## src/rtl/return_stack_pkg.sv

```systemverilog
// Shared definitions for the return-address stack.
//   OVF_DROP / OVF_WRAP : full-stack push policy encodings
//   cnt_width()         : width of the occupancy counter, clog2(depth+1)
//   ptr_inc / ptr_dec   : circular pointer step that wraps at depth
//                         (not at a power of two)
package return_stack_pkg;

   localparam int OVF_DROP = 0;
   localparam int OVF_WRAP = 1;

   function automatic int cnt_width(input int depth);
      return $clog2(depth + 1);
   endfunction

   function automatic int ptr_inc(input int p, input int depth);
      return (p >= depth - 1) ? 0 : p + 1;
   endfunction

   function automatic int ptr_dec(input int p, input int depth);
      return (p == 0) ? depth - 1 : p - 1;
   endfunction

endpackage

```

## src/rtl/return_stack_mem.sv

```systemverilog
// DEPTH x WIDTH storage for the return stack. Not reset.
// Ports:
//   clk   : write clock
//   we    : write enable, waddr/wdata written on the rising edge
//   raddr : asynchronous read address, rdata is combinational
module return_stack_mem #(
   parameter int WIDTH = 10,
   parameter int DEPTH = 8,
   parameter int AW    = 3
) (
   input  logic             clk,
   input  logic             we,
   input  logic [AW-1:0]    waddr,
   input  logic [WIDTH-1:0] wdata,
   input  logic [AW-1:0]    raddr,
   output logic [WIDTH-1:0] rdata
);

   logic [WIDTH-1:0] mem_q [DEPTH];

   always_ff @(posedge clk) begin
      if (we) mem_q[waddr] <= wdata;
   end

   assign rdata = mem_q[raddr];

endmodule

```

## src/rtl/return_stack.sv

```systemverilog
// Return-address stack: circular buffer with a write pointer and an
// occupancy count, sticky overflow/underflow flags and a selectable
// full-stack policy (drop the new push or overwrite the oldest entry).
// Ports:
//   clk, reset        : clock, asynchronous active-high reset
//   push, pop, d      : call pushes d, return pops; both replaces the top
//   clr_err           : clears the sticky flags (a same-cycle error wins)
//   q                 : current top, 0 while empty
//   count/empty/full  : occupancy
//   overflow/underflow: sticky error flags
module return_stack
   import return_stack_pkg::*;
#(
   parameter int WIDTH    = 10,
   parameter int DEPTH    = 8,
   parameter int OVF_MODE = OVF_DROP
) (
   input  logic                          clk,
   input  logic                          reset,
   input  logic                          push,
   input  logic                          pop,
   input  logic [WIDTH-1:0]              d,
   input  logic                          clr_err,
   output logic [WIDTH-1:0]              q,
   output logic [cnt_width(DEPTH)-1:0]   count,
   output logic                          empty,
   output logic                          full,
   output logic                          overflow,
   output logic                          underflow
);

   localparam int PW = $clog2(DEPTH);
   localparam int CW = cnt_width(DEPTH);

   logic [PW-1:0]    wp_q, wp_d;
   logic [CW-1:0]    cnt_q, cnt_d;
   logic             ovf_q, ovf_d;
   logic             unf_q, unf_d;

   logic [PW-1:0]    wp_inc, top_addr;
   logic             mem_we;
   logic [PW-1:0]    mem_waddr;
   logic [WIDTH-1:0] mem_rdata;

   assign wp_inc   = PW'(ptr_inc(int'(wp_q), DEPTH));
   assign top_addr = PW'(ptr_dec(int'(wp_q), DEPTH));

   assign empty     = (cnt_q == '0);
   assign full      = (cnt_q == CW'(DEPTH));
   assign count     = cnt_q;
   assign overflow  = ovf_q;
   assign underflow = unf_q;
   assign q         = empty ? '0 : mem_rdata;

   always_comb begin
      wp_d      = wp_q;
      cnt_d     = cnt_q;
      ovf_d     = clr_err ? 1'b0 : ovf_q;
      unf_d     = clr_err ? 1'b0 : unf_q;
      mem_we    = 1'b0;
      mem_waddr = wp_q;
      unique case ({push, pop})
         2'b10: begin
            if (!full) begin
               mem_we = 1'b1;
               wp_d   = wp_inc;
               cnt_d  = cnt_q + CW'(1);
            end else begin
               ovf_d = 1'b1;
               // Wrap mode: the slot after the top is the oldest entry.
               if (OVF_MODE == OVF_WRAP) begin
                  mem_we = 1'b1;
                  wp_d   = wp_inc;
               end
            end
         end
         2'b01: begin
            if (empty) begin
               unf_d = 1'b1;
            end else begin
               wp_d  = top_addr;
               cnt_d = cnt_q - CW'(1);
            end
         end
         2'b11: begin
            if (empty) begin
               unf_d = 1'b1;
            end else begin
               mem_we    = 1'b1;
               mem_waddr = top_addr;
            end
         end
         default: ;
      endcase
   end

   always_ff @(posedge clk or posedge reset) begin
      if (reset) begin
         wp_q  <= '0;
         cnt_q <= '0;
         ovf_q <= 1'b0;
         unf_q <= 1'b0;
      end else begin
         wp_q  <= wp_d;
         cnt_q <= cnt_d;
         ovf_q <= ovf_d;
         unf_q <= unf_d;
      end
   end

   return_stack_mem #(
      .WIDTH (WIDTH),
      .DEPTH (DEPTH),
      .AW    (PW)
   ) u_mem (
      .clk   (clk),
      .we    (mem_we),
      .waddr (mem_waddr),
      .wdata (d),
      .raddr (top_addr),
      .rdata (mem_rdata)
   );

endmodule

```

## config.mk

```make
export PLATFORM = sky130hd
export DESIGN_NAME = return_stack
export DESIGN_NICKNAME = d
export VERILOG_FILES = /design/src/rtl/return_stack_pkg.sv /design/src/rtl/return_stack_mem.sv /design/src/rtl/return_stack.sv
export SDC_FILE = /design/constraint.sdc
export NUM_CORES = 1
export LEC_CHECK = 0
export ABC_AREA = 1
export CORE_MARGIN = 8
export CORE_UTILIZATION = 45
export DETAILED_ROUTE_END_ITERATION = 16
export PLACE_DENSITY = 0.65
export SLEW_MARGIN = 20
export SYNTH_ARGS = -nofsm -noshare
export SYNTH_HDL_FRONTEND = slang
export SYNTH_SLANG_ARGS = --single-unit
```

## constraint.sdc

```tcl
create_clock -name clk -period 6 [get_ports clk]
set_clock_uncertainty 0.2 [all_clocks]
set_input_delay 0.9 -clock clk [delete_from_list [all_inputs] [get_ports clk]]
set_output_delay 0.9 -clock clk [all_outputs]
set_load 0.01 [all_outputs]
```

==> metrics.txt <==
layout cell share with drive strength beyond 1 around a tenth; number of diodes 0; RSZ-0062 raised after global routing false; Post-DRT Antenna Nets 0; nets 430; Post-Layout Cell Count 521; drc violations 0; core footprint about 0.009 mm2; number of placed I/O pins 33; commonest non-fill, non-tap cells in the layout nand3_1 (117), nand2_1 (86), edfxtp_1 (80), clkdlybuf4s50_1 (32), inv_1 (19); overall routed net length 9120 um; All-Layer GR Usage between 10% and 20%; H-tree Lvls 3; Synth Instances around 380; dpl cell area between 0.004 and 0.005 mm2; largest area contributor in the netlist edfxtp_1; Core Rows 34; Syn Nets 401; Tcrit/Tclk final about four fifths; Clock transition at path regs roughly 0.08 ns; WP buf/inv 4; Skew-Pair Late Insertion Delay 0.35 ns; Initial DRT Pass Iterations 4; Max-slew headroom 33.5%; final hold vios 0; Arr. time, crit path roughly 3.8 ns; final setup TNS 0 ns; final setup violation count 0; Power Dens Cells roughly 550 mW/mm2; vias in the first global route 2900; Num CTS Buffers 9; Vias/cell around 5.5; Synth area leaders edfxtp_1 (59%), nand3_1 (14%), nand2_1 (7.9%); Hold Crit Class flip-flop to flip-flop; Initial DRC Count 183; crit path cell chain buf_4 > inv_1 > ha_1 > inv_1 > nand3_1 > nand3_1 > nand2_1 > clkdlybuf4s50_1; Die Width around 110 um; GRT Residual Overflow 0; PortBufs 32; clock sinks between 80 and 90; largest net degree at the start of global routing 47; worst-margin pin slew about 0.99 ns; routed vias approximately 2900; Crit path max-delay family buffers and inverters; number of post-CTS setup repair buffers 0; Post-DP HPWL around 5800 um; TritonCTS clock tree done; achievable frequency roughly 200 MHz; Finished Core Util between 50% and 60%; first-pass GRT wire length roughly 15000 um; drt wl/cell around 18 um; yosys warns 0; leak pwr around 0.0018 uW; Startpoint Class flip-flop; die height between 100 and 150 um; hold slack final ~0.34 ns; post_cts resized 0; Slew Viols, Final 0; routability cong. between 0.8 and 0.9; die area roughly 0.012 mm2; Max VDD drop between 0.3 and 0.4 mV; max_cap viols 0; crit-path max cell delay roughly 0.9 ns; Initial Util a little under half; dpl cells approximately 510; largest fanout on the critical path 46; Hold-fix buffers, CTS 0; crit path capture type output port; CTS Buffer Depth 2; crit path kind flip-flop to output port; fin crit period 4.88 ns; Yosys top cell area share between 50% and 60%; Seq/Total Area, Yosys between 60 and 70%; CP Data Required Time approximately 5 ns; Slowest-stage cell, CP ha_1; commonest non-fill, non-tap cell in the layout nand3_1; flops & latches, synth 89; synth unique cells 25; antenna violations before repair 0; syn avg cell area around 11 um2; post-route cell area about 0.0046 mm2; outcome completed; mapped cell area a little over 0.004 mm2; area grow syn2layout 13.8%; clk root buf clkbuf_8
[power breakdown]
group | internal (uW) | switching [uW]
sequential | 773 | 49.1
clock | 193 | 212
combinational | 517 | 831
[worst register-to-register path, cell delays in order, from the launching register on]
cell     delay (ns)
dfrtp_1        0.33
buf_4          0.42
inv_1          0.18
ha_1           0.68
inv_1          0.69
nand3_1        0.15
nand2_1        0.13
nand2_1        0.07
nor2_1         0.75
[sequential cells by signal, summed over array words and instances (netlist names)]
register,cells
count,4
underflow,1
u_mem.mem_q,80
wp_q,3
overflow,1
[metrics by stage]
| stage | total power [uW] | setup slack [ns] |
|---|---|---|
| global route | 2780 | 0.798 |
| detailed placement | 2180 | 1.48 |
| finish | 2580 | 1.12 |
| floorplan | 1710 | 3.31 |
| CTS | 2590 | 1.09 |
| global placement | 2160 | 1.59 |
[cell usage after synthesis]
cell      number
dfrtp_1        9
ha_1           6
inv_2          3
nand2_2        8
buf_4          4
edfxtp_1      80
clkbuf_1       4
xnor2_1        1
buf_2          5
nand2_4        3
o21ai_1        3
nand2_1       86
nor2_2         4
a21oi_1        1
nand4_1        1
nand3_1      117
o21ai_0        3
inv_1         19
nor2_1        12
nor2_4         1
nand3_2        1
xor2_1         1
buf_6          5
fa_1           1
o211ai_1       1
[cell type report]
type                       instances  area, um2
clock buffer                      10        128
fill                             753       4120
tap                              108        135
inverter                          22       82.6
sequential                        89       2630
clock inverter                     6       66.3
multi-input combinational        250       1250
timing repair buffer              36        350
[logic make-up (layout without fill, tap and decap cells)]
| group | count (synthesis) | after routing | share of synthesized area, % |
|---|---|---|---|
| compound gates | 8 | 8 | 1.04 |
| xor+xnor | 2 | 2 | 0.429 |
| fa+ha+maj | 7 | 7 | 2.33 |
| buf+inv | 40 | 74 | 5.12 |
| flops | 89 | 89 | 64.4 |
| simple gates | 233 | 233 | 26.7 |
[path summary, 6_finish.rpt]
path	start	to	slack [ns]	cells after the start
hold / removal	overflow$_DFF_PP0_	overflow$_DFF_PP0_	0.34	2
hold reg to reg	overflow$_DFF_PP0_	overflow$_DFF_PP0_	0.34	2
min in group asynchronous	reset	count[2]$_DFFE_PP0P_	0.60	2
setup reg to reg	wp_q[0]$_DFFE_PP0P_	u_mem.mem_q[6][0]$_DFFE_PP_	2.01	8
max in group asynchronous	reset	wp_q[0]$_DFFE_PP0P_	4.74	2
setup / recovery	wp_q[0]$_DFFE_PP0P_	q[8]	1.12	8
[metal layers]
layer	track usage [%]	wire length (um)	part of all wire, %	vias up
met2	24.5	4590	50	60
met3	2.71	417	4.6	7
li1	-	-	-	1383
met1	19.7	4030	44	1404
met4	6.31	81	0.89	0
met5	0	0	0	-
No activity file was read; power rests on OpenSTA's default activity.
